### src/rtl/rv_issue_queue_if.sv
// Bundle of allocate, wakeup, issue and status signals for rv_issue_queue.
// master drives requests and observes status; slave is the queue itself.
interface rv_issue_queue_if #(
  parameter int q_num_entries_g = 16,
  parameter int q_dat_width_g   = 7,
  parameter int q_tag_width_g   = 6
);
  logic                                   in_vld;
  logic [0:q_dat_width_g-1]               in_dat;
  logic [0:q_tag_width_g-1]               in_tag;
  logic                                   in_rdy;
  logic                                   wk_vld;
  logic [0:q_tag_width_g-1]               wk_tag;
  logic                                   hold;
  logic [0:q_num_entries_g-1]             q_cond;
  logic [0:q_dat_width_g*q_num_entries_g-1] q_din;
  logic                                   iss_vld;
  logic [0:4]                             q_cnt;
  logic                                   q_full;
  logic                                   q_ovf;

  modport master (
    output in_vld, in_dat, in_tag, in_rdy, wk_vld, wk_tag, hold,
    input  q_cond, q_din, iss_vld, q_cnt, q_full, q_ovf
  );

  modport slave (
    input  in_vld, in_dat, in_tag, in_rdy, wk_vld, wk_tag, hold,
    output q_cond, q_din, iss_vld, q_cnt, q_full, q_ovf
  );
endinterface

### src/rtl/rv_issue_queue.sv
// Collapsing issue queue: oldest entry at the top index, oldest-ready-first issue,
// tag wakeup with same-cycle bypass for newly allocated entries.
module rv_issue_queue #(
  parameter int q_num_entries_g = 16,
  parameter int q_dat_width_g   = 7,
  parameter int q_tag_width_g   = 6
) (
  input  logic              clk,
  input  logic              rst,
  rv_issue_queue_if.slave   bus
);
  localparam int N = q_num_entries_g;
  localparam int W = q_dat_width_g;
  localparam int T = q_tag_width_g;

  logic [N-1:0] valid_reg, valid_next;
  logic [N-1:0] ready_reg, ready_next;
  logic [0:T-1] tag_reg [N];
  logic [0:T-1] tag_next [N];
  logic [0:W-1] dat_reg [N];
  logic [0:W-1] dat_next [N];
  logic [4:0]   cnt_reg, cnt_next;
  logic         ovf_reg, ovf_next;

  logic [N-1:0] cond;
  logic         iss;
  logic         full;
  logic         accept;
  int           sel;
  int           wr_idx;

  genvar gi;
  generate
    for (gi = 0; gi < N; gi++) begin : g_out
      assign cond[gi]                 = valid_reg[gi] & ready_reg[gi] & ~bus.hold;
      assign bus.q_cond[gi]           = cond[gi];
      assign bus.q_din[gi*W +: W]     = dat_reg[gi];
    end
  endgenerate

  assign iss         = |cond;
  assign full        = (cnt_reg == 5'(N));
  assign bus.iss_vld = iss;
  assign bus.q_cnt   = cnt_reg;
  assign bus.q_full  = full;
  assign bus.q_ovf   = ovf_reg;

  always_comb begin
    sel = 0;
    for (int i = 0; i < N; i++) begin
      if (cond[i]) sel = i;
    end

    valid_next = valid_reg;
    ready_next = ready_reg;
    tag_next   = tag_reg;
    dat_next   = dat_reg;

    // Collapse: everything younger than the issued entry moves up one slot.
    for (int j = 1; j < N; j++) begin
      if (iss && j <= sel) begin
        valid_next[j] = valid_reg[j-1];
        ready_next[j] = ready_reg[j-1];
        tag_next[j]   = tag_reg[j-1];
        dat_next[j]   = dat_reg[j-1];
      end
    end
    if (iss) begin
      valid_next[0] = 1'b0;
      ready_next[0] = 1'b0;
      tag_next[0]   = '0;
      dat_next[0]   = '0;
    end

    if (bus.wk_vld) begin
      for (int j = 0; j < N; j++) begin
        if (valid_next[j] && tag_next[j] == bus.wk_tag) ready_next[j] = 1'b1;
      end
    end

    accept = bus.in_vld && !full;
    wr_idx = N - 1 - int'(cnt_reg) + int'(iss);
    for (int j = 0; j < N; j++) begin
      if (accept && j == wr_idx) begin
        valid_next[j] = 1'b1;
        ready_next[j] = bus.in_rdy || (bus.wk_vld && bus.wk_tag == bus.in_tag);
        tag_next[j]   = bus.in_tag;
        dat_next[j]   = bus.in_dat;
      end
    end

    cnt_next = cnt_reg + 5'(accept) - 5'(iss);
    ovf_next = bus.in_vld && full;
  end

  always_ff @(posedge clk or posedge rst) begin
    if (rst) begin
      valid_reg <= '0;
      ready_reg <= '0;
      cnt_reg   <= '0;
      ovf_reg   <= 1'b0;
      for (int i = 0; i < N; i++) begin
        tag_reg[i] <= '0;
        dat_reg[i] <= '0;
      end
    end else begin
      valid_reg <= valid_next;
      ready_reg <= ready_next;
      cnt_reg   <= cnt_next;
      ovf_reg   <= ovf_next;
      for (int i = 0; i < N; i++) begin
        tag_reg[i] <= tag_next[i];
        dat_reg[i] <= dat_next[i];
      end
    end
  end
endmodule

### src/flat_wrapper.sv
// flat-port wrapper written by rule: the top's interface ports become plain ports
module rv_issue_queue_flat 
#(
  parameter int q_num_entries_g = 16,
  parameter int q_dat_width_g   = 7,
  parameter int q_tag_width_g   = 6
)
  (clk, rst, bus_in_vld, bus_in_dat, bus_in_tag, bus_in_rdy, bus_wk_vld, bus_wk_tag, bus_hold, bus_q_cond, bus_q_din, bus_iss_vld, bus_q_cnt, bus_q_full, bus_q_ovf);
  rv_issue_queue_if #(.q_num_entries_g(q_num_entries_g), .q_dat_width_g(q_dat_width_g), .q_tag_width_g(q_tag_width_g)) bus_i ();
  input  logic clk;
  input  logic rst;
  input wire logic [$bits(bus_i.in_vld)-1:0] bus_in_vld;
  input wire logic [$bits(bus_i.in_dat)-1:0] bus_in_dat;
  input wire logic [$bits(bus_i.in_tag)-1:0] bus_in_tag;
  input wire logic [$bits(bus_i.in_rdy)-1:0] bus_in_rdy;
  input wire logic [$bits(bus_i.wk_vld)-1:0] bus_wk_vld;
  input wire logic [$bits(bus_i.wk_tag)-1:0] bus_wk_tag;
  input wire logic [$bits(bus_i.hold)-1:0] bus_hold;
  output wire logic [$bits(bus_i.q_cond)-1:0] bus_q_cond;
  output wire logic [$bits(bus_i.q_din)-1:0] bus_q_din;
  output wire logic [$bits(bus_i.iss_vld)-1:0] bus_iss_vld;
  output wire logic [$bits(bus_i.q_cnt)-1:0] bus_q_cnt;
  output wire logic [$bits(bus_i.q_full)-1:0] bus_q_full;
  output wire logic [$bits(bus_i.q_ovf)-1:0] bus_q_ovf;
  assign bus_i.in_vld = bus_in_vld;
  assign bus_i.in_dat = bus_in_dat;
  assign bus_i.in_tag = bus_in_tag;
  assign bus_i.in_rdy = bus_in_rdy;
  assign bus_i.wk_vld = bus_wk_vld;
  assign bus_i.wk_tag = bus_wk_tag;
  assign bus_i.hold = bus_hold;
  assign bus_q_cond = bus_i.q_cond;
  assign bus_q_din = bus_i.q_din;
  assign bus_iss_vld = bus_i.iss_vld;
  assign bus_q_cnt = bus_i.q_cnt;
  assign bus_q_full = bus_i.q_full;
  assign bus_q_ovf = bus_i.q_ovf;
  rv_issue_queue #(.q_num_entries_g(q_num_entries_g), .q_dat_width_g(q_dat_width_g), .q_tag_width_g(q_tag_width_g)) u_core (.clk(clk), .rst(rst), .bus(bus_i));
endmodule
### config.mk
export PLATFORM = sky130hd
export DESIGN_NAME = rv_issue_queue_flat
export DESIGN_NICKNAME = d
export VERILOG_FILES = /design/src/rtl/rv_issue_queue_if.sv /design/src/rtl/rv_issue_queue.sv /design/src/flat_wrapper.sv
export SDC_FILE = /design/constraint.sdc
export NUM_CORES = 1
export LEC_CHECK = 0
export BUFFER_PORTS_ARGS = -buffer_cell sky130_fd_sc_hd__buf_2
export CAP_MARGIN = 20
export CORE_UTILIZATION = 61
export CTS_BUF_LIST = sky130_fd_sc_hd__clkbuf_8
export CTS_CLUSTER_DIAMETER = 50
export DETAILED_ROUTE_END_ITERATION = 16
export HOLD_SLACK_MARGIN = 0.03
export PLACE_DENSITY_LB_ADDON = 0.05
export SLEW_MARGIN = 20
export SYNTH_ARGS = -nofsm -noshare
export SYNTH_HDL_FRONTEND = slang
export SYNTH_SLANG_ARGS = --single-unit
### constraint.sdc
create_clock -name clk -period 8.8 [get_ports clk]
set_input_delay 1.32 -clock clk [delete_from_list [all_inputs] [get_ports clk]]
set_output_delay 1.32 -clock clk [all_outputs]
set_load 0.005 [all_outputs]
; Word level (Yosys, flattened, before mapping)
; Index checks and enable logic that the tools add are counted.
[op_classes]
n_addsub = 4
multipliers = 0
div_mod_pow = 0
n_lt_le_gt_ge = 15
eq_ne = 33
shifts = 0
mux = 160
n_bitwise = 33
reduce_logical = 70
[ops]
columns = op, count
row1 = $eq A5 B32 Y1 const A, 8
row2 = $mux W7, 32
row3 = $mux W6, 32
row4 = $eq A4 B32 Y1 const A, 4
row5 = $eq A6 B6 Y1, 17
row6 = $mux W1, 81
row7 = $eq A3 B32 Y1 const A, 2
row8 = $logic_and A1 B1 Y1, 50
row9 = $add A32 B2 Y32, 1
row10 = $and A1 B1 Y1, 32
row11 = $eq A2 B32 Y1 const A, 1
row12 = $le A4 B4 Y1 const A, 8
row13 = $logic_not A32 Y1, 1
row14 = $mux W4, 8
row15 = $reduce_bool A2 Y1, 16
row16 = $le A3 B4 Y1 const A, 4
row17 = $mux W16, 1
row18 = $reduce_or A16 Y1, 1
row19 = $mux W3, 4
row20 = $le A2 B4 Y1 const A, 2
row21 = $sub A4 B5 Y6 const A, 1
row22 = $add A5 B1 Y5, 1
row23 = $eq A5 B5 Y1 const B, 1
row24 = $sub A5 B1 Y5, 1
row25 = other kinds (5), 6
[word_totals]
regBits = 246
latchBits = 0
ramBits = 0
romBits = 0
inputBits = 25
out_inout_bits = 136
wordCells = 351
memories = 0

; Longest topological paths before layout
[depth]
ltp_word = 25
ltp_mapped = 19
ltp_nobuf = 16

; Worst setup path before layout
; OpenSTA, ideal clock, no wires.
[synth_timing]
path_kind = input -> register
from = input port bus_hold
to = register u_core.ready_reg[2]
setup_time_ps = 120
arrival_time_ps = 4871
t_required_ps = 8680
slack_ps = 3809
cell_stages = 17
path_buffers = 3
cell_sequence = buf_4 > a21o_4 > o221a_4 > or4_4 > ha_1 > ha_1 > nand2_1 > ha_1 > or4b_1 > nor4_1 > and2_1 > buf_2 > nand2_1 > buf_2 > o211ai_1 > o21ai_1 > a31o_2
[synth_between]
elab_cells_between_ends = 46
classes_between = add/sub: 1 / order compare: 1 / eq/ne: 2 / mux: 21 / bitwise: 17 / reduce/logical: 4
[synth_lines]
columns = item, line
row1 = start: declaration, flat_wrapper.sv:18  ; input wire logic [$bits(bus_i.hold)-1:0] bus_hold;
row2 = $not A1 Y1 (*), rv_issue_queue.sv:35  ; assign cond[gi] = valid_reg[gi] & ready_reg[gi] & ~bus.hold;
row3 = $and A1 B1 Y1, rv_issue_queue.sv:35
row4 = $reduce_or A16 Y1 (*), rv_issue_queue.sv:41  ; assign iss = |cond;
row5 = via bus_iss_vld, flat_wrapper.sv:21  ; output wire logic [$bits(bus_i.iss_vld)-1:0] bus_iss_vld;
row6 = branches (longest 6 deep; another with $add A32 B2 Y32), --
row7 = $mux W1 (*), rv_issue_queue.sv:84  ; if (accept && j == wr_idx) begin
row8 = via u_core.ready_next[2], rv_issue_queue.sv:17  ; logic [N-1:0] ready_reg, ready_next;
row9 = end signal: assignment, rv_issue_queue.sv:108  ; ready_reg <= ready_next;
row10 = end: declaration, rv_issue_queue.sv:17
; Mark *: on every way through the listed nets, which the timed path passes.
; A chain may end at the register's enable or synchronous reset.

; Worst setup path in the final report
[layout_timing]
from = input port bus_hold
to = register u_core.ready_reg[2]
[layout_between]
elab_chain_len = 25
elab_cells_between_ends = 46
classes_between = add/sub: 1 / order compare: 1 / eq/ne: 2 / mux: 21 / bitwise: 17 / reduce/logical: 4
[layout_rtl]
columns = item, line
row1 = $not A1 Y1 (*), rv_issue_queue.sv:35
row2 = $and A1 B1 Y1, rv_issue_queue.sv:35
row3 = $mux W1, rv_issue_queue.sv:51  ; if (cond[i]) sel = i;
row4 = $mux W2 (2 in a row), rv_issue_queue.sv:51
row5 = $mux W3 (4 in a row), rv_issue_queue.sv:51
row6 = $mux W4 (8 in a row), rv_issue_queue.sv:51
row7 = $le A2 B4 Y1, rv_issue_queue.sv:61  ; if (iss && j <= sel) begin
row8 = $logic_and A1 B1 Y1, rv_issue_queue.sv:61
row9 = $mux W6, rv_issue_queue.sv:61
row10 = $eq A6 B6 Y1, rv_issue_queue.sv:77  ; if (valid_next[j] && tag_next[j] == bus.wk_tag) ready_next[j] = 1'b1;
row11 = $logic_and A1 B1 Y1, rv_issue_queue.sv:77
row12 = $mux W1, rv_issue_queue.sv:77
row13 = $mux W16, rv_issue_queue.sv:75  ; if (bus.wk_vld) begin
row14 = $mux W1 (*), rv_issue_queue.sv:84
row15 = via u_core.ready_next[2], rv_issue_queue.sv:17
; The timed path passes the listed nets; every way through them passes the cells marked *.

==> impl_summary.log <==
[metrics] Reg2Reg Setup Slack: 3.31 ns
[metrics] maximum number of pins on one net before global-route repair: 124
[metrics] vias per std cell: 6.16
[metrics] post-synthesis sequential area ratio: 0.441
[metrics] final period demand of the worst path: 5.91 ns
[metrics] signed area change from the synthesized netlist to the final layout: 11.7%
[metrics] Critical R2R Launch: u_core.valid_reg[13]
[metrics] post-CTS setup buffers: 0
[metrics] antenna diode instance count: 0
[metrics] HP Class: reg -> reg
[metrics] die boundary height: 153 um
[metrics] Primary FF master, synth: sky130_fd_sc_hd__dfrtp_1
[metrics] arrival time of the worst setup path: 6.34 ns
[metrics] Largest register FFs: 112
[metrics] synth warn: 0
[metrics] Pleak: 8.02 nW
[metrics] gpl congestion: 0.907
[metrics] leading cell type in the layout, fill and taps excluded: sky130_fd_sc_hd__dfrtp_1
[metrics] number of setup violations in the final report: 0
[metrics] most frequent cells in the layout: 246 x sky130_fd_sc_hd__dfrtp_1, 237 x sky130_fd_sc_hd__nor2_1, 214 x sky130_fd_sc_hd__mux2i_1, 214 x sky130_fd_sc_hd__a21oi_1, 160 x sky130_fd_sc_hd__buf_2
[metrics] Clock transition at path regs: 0.06 ns
[metrics] Peak Freq: 169 MHz
[metrics] FF+latch count, synth: 246
[metrics] number of hold-repair buffers added at the cts stage: 0
[metrics] worst setup slack after placement: 2.46 ns
[metrics] starting DRC count in detailed routing: 884
[metrics] nature of the critical path startpoint: input pin
[metrics] H-tree levels: 2
[metrics] number of optimization iterations in the first detailed-route pass: 6
[metrics] Skew-Pair Late Insertion Delay: 0.56 ns
[metrics] biggest area consumer among synthesized cells: sky130_fd_sc_hd__dfrtp_1
[metrics] number of global-route vias before repair: 10994
[metrics] antenna violation net count after detailed routing: 0
[metrics] Synthesized Nets: 1506
[metrics] num ports: 161
[metrics] RSZ-0062 raised after global routing: no
[metrics] overall global routing resource usage: 0.346
[metrics] Sum Neg Setup Slack: 0 ns
[metrics] power density normalized to cell area: 255 nW/um2
[metrics] hold path startpoint: u_core.bus.q_din[4]
[metrics] run status: complete, no violations
[metrics] Final Hold Vio Count: 0
[metrics] # resized after CTS: 0
[metrics] first-pass GRT wire length: 62600 um
[metrics] Crit Path Max Fanout: 31
[metrics] share of synthesized registers carrying an async set or reset: 1.00
[metrics] count of vias placed by the detailed router: 11549
[metrics] Detail Placement HPWL: 26200 um
[metrics] data required time at the worst endpoint: 9.24 ns
[metrics] average cell area after synthesis: 9.52 um2
[metrics] CTS buffer count: 43
[metrics] post-route fraction of the period consumed by the critical path: 0.671
[metrics] number of input and output port buffers inserted: 160
[metrics] max-slew headroom at the worst pin: 0.276
[metrics] crit path kind: in -> reg
[metrics] initial core utilization: 0.631
[metrics] Netlist cell types: 77
[metrics] GRT overflow: 0
[metrics] core box area: 22100 um2
[metrics] total die area: 23500 um2
[metrics] fraction of final layout cells sized beyond drive strength 1: 0.173
[metrics] number of nets in the final layout: 1605
[metrics] Routed wire per std cell: 21.5 um
[metrics] worst IR drop on VDD: 0.144 mV
[metrics] nature of the critical path endpoint: flip-flop
[metrics] setup ws final: 2.89 ns
[metrics] Area contributors post-synth: sky130_fd_sc_hd__dfrtp_1 44%, sky130_fd_sc_hd__mux2i_1 15%, sky130_fd_sc_hd__a21oi_1 7.7%
[metrics] final routed DRC violation total: 0
[metrics] Gate Count Post-Synth: 1466
[metrics] Setup crit start: bus_hold
[metrics] number of cell rows: 54
[metrics] max-cap viol count: 0
[metrics] worst slew pin tran: 1.09 ns
[metrics] worst clock skew: 0.0159 ns
[metrics] die span in x: 153 um
[metrics] top-area cell type share of the netlist area: 0.441
[metrics] root buf cell: sky130_fd_sc_hd__clkbuf_8
[metrics] initial antenna violation count: 0
[metrics] post-synthesis instance area: 13900 um2
[metrics] number of enable flip-flop cells after synthesis: 0
[metrics] maximum clock path buffer count: 3
[metrics] number of pins exceeding their max-slew limit in the final report: 0
[metrics] Total Wirelength: 40300 um
[metrics] CTS tree: yes
[metrics] clk sinks: 246
[final timing paths]
| kind | endpoint | cells after the start |
|---|---|---|
| max in group asynchronous | u_core.tag_reg[58] | 3 |
| setup / recovery | u_core.ready_reg[2] | 16 |
| setup reg to reg | u_core.ready_reg[2] | 16 |
| hold reg to reg | u_core.bus.q_din[4] | 1 |
| min in group asynchronous | u_core.tag_reg[4] | 2 |
| hold / removal | u_core.bus.q_din[4] | 1 |
[Yosys cell counts, types with 5 or more instances]
library cell	instances
sky130_fd_sc_hd__buf_4	8
sky130_fd_sc_hd__o211ai_1	8
sky130_fd_sc_hd__nand4_1	7
sky130_fd_sc_hd__a21oi_1	214
sky130_fd_sc_hd__o21ai_0	18
sky130_fd_sc_hd__mux2i_1	214
sky130_fd_sc_hd__nand3_1	22
sky130_fd_sc_hd__mux2_2	11
sky130_fd_sc_hd__dfrtp_1	246
sky130_fd_sc_hd__buf_2	17
sky130_fd_sc_hd__and3_1	7
sky130_fd_sc_hd__a22o_1	15
sky130_fd_sc_hd__nor4_1	7
sky130_fd_sc_hd__ha_1	14
sky130_fd_sc_hd__o2111ai_1	6
sky130_fd_sc_hd__buf_1	33
sky130_fd_sc_hd__xor2_1	31
sky130_fd_sc_hd__o22ai_1	7
sky130_fd_sc_hd__a31oi_1	11
sky130_fd_sc_hd__nand2b_1	8
sky130_fd_sc_hd__nor3_1	8
sky130_fd_sc_hd__a41oi_1	5
sky130_fd_sc_hd__clkbuf_1	53
sky130_fd_sc_hd__a211oi_1	7
sky130_fd_sc_hd__and2_1	5
sky130_fd_sc_hd__nor2_1	237
sky130_fd_sc_hd__xnor2_1	69
sky130_fd_sc_hd__inv_1	28
sky130_fd_sc_hd__nand2_1	64
[report_power, final]
| group | total (mW) | internal (mW) | switching [mW] |
|---|---|---|---|
| combinational | 1.28 | 0.578 | 0.701 |
| sequential | 1.60 | 1.35 | 0.252 |
| clock | 1.10 | 0.626 | 0.476 |
[cell families (layout without fill, tap and decap cells)]
| family | Yosys count | after routing | share of synthesized area |
|---|---|---|---|
| DFF | 246 | 246 | 0.441 |
| buffers and inverters | 145 | 273 | 0.0448 |
| and+or+nand+nor | 395 | 395 | 0.124 |
| AOI/OAI and AO/OA | 340 | 340 | 0.151 |
| adders and majority gates | 15 | 15 | 0.0140 |
| xor gates and xnor gates | 100 | 100 | 0.0628 |
| muxes | 225 | 225 | 0.162 |
[through the flow]
step,hold slack (ns),util,std cells,cell area [um2],power [mW]
detailed placement,0.514,0.664,1800,14700,2.87
finish,0.530,0.706,1874,15600,3.98
floorplan,0.487,-,1466,13900,2.49
global route,0.540,0.706,1874,15600,4.17
global placement,0.511,0.664,1800,14700,2.85
CTS,0.531,0.705,1874,15600,3.97
[metal layers]
| layer | track usage | up-vias | share of wire |
|---|---|---|---|
| met4 | 0.165 | 0 | 0.043 |
| met3 | 0.0593 | 118 | 0.068 |
| met1 | 0.467 | 5596 | 0.43 |
| met2 | 0.545 | 510 | 0.46 |
| met5 | 0 | - | 0 |
| li1 | - | 5325 | - |
[worst max-delay path, stage by stage]
cell                       delay [ns]
sky130_fd_sc_hd__buf_2           0.47
sky130_fd_sc_hd__a31o_2          0.45
sky130_fd_sc_hd__nand3_1         0.13
sky130_fd_sc_hd__buf_4           0.25
sky130_fd_sc_hd__or4_4           0.60
sky130_fd_sc_hd__ha_1            0.30
sky130_fd_sc_hd__ha_1            0.28
sky130_fd_sc_hd__nand2_1         0.09
sky130_fd_sc_hd__ha_1            0.11
sky130_fd_sc_hd__or4b_1          0.48
sky130_fd_sc_hd__nor4_1          0.32
sky130_fd_sc_hd__and2_1          0.34
sky130_fd_sc_hd__nand2_1         0.57
sky130_fd_sc_hd__o211ai_1        0.28
sky130_fd_sc_hd__a211oi_1        0.08
sky130_fd_sc_hd__a31o_2          0.24
[final cells by class]
type                    count  area (um2)
clock inverters            18         129
flip-flops and latches    246        6160
multi-input cells        1075        7190
well taps                 280         350
repair buffers            169         868
clock buffers              56         771
inverters                  30         120
fillers                  1766        6510
Note: power is estimated with default switching activity, not from simulation.
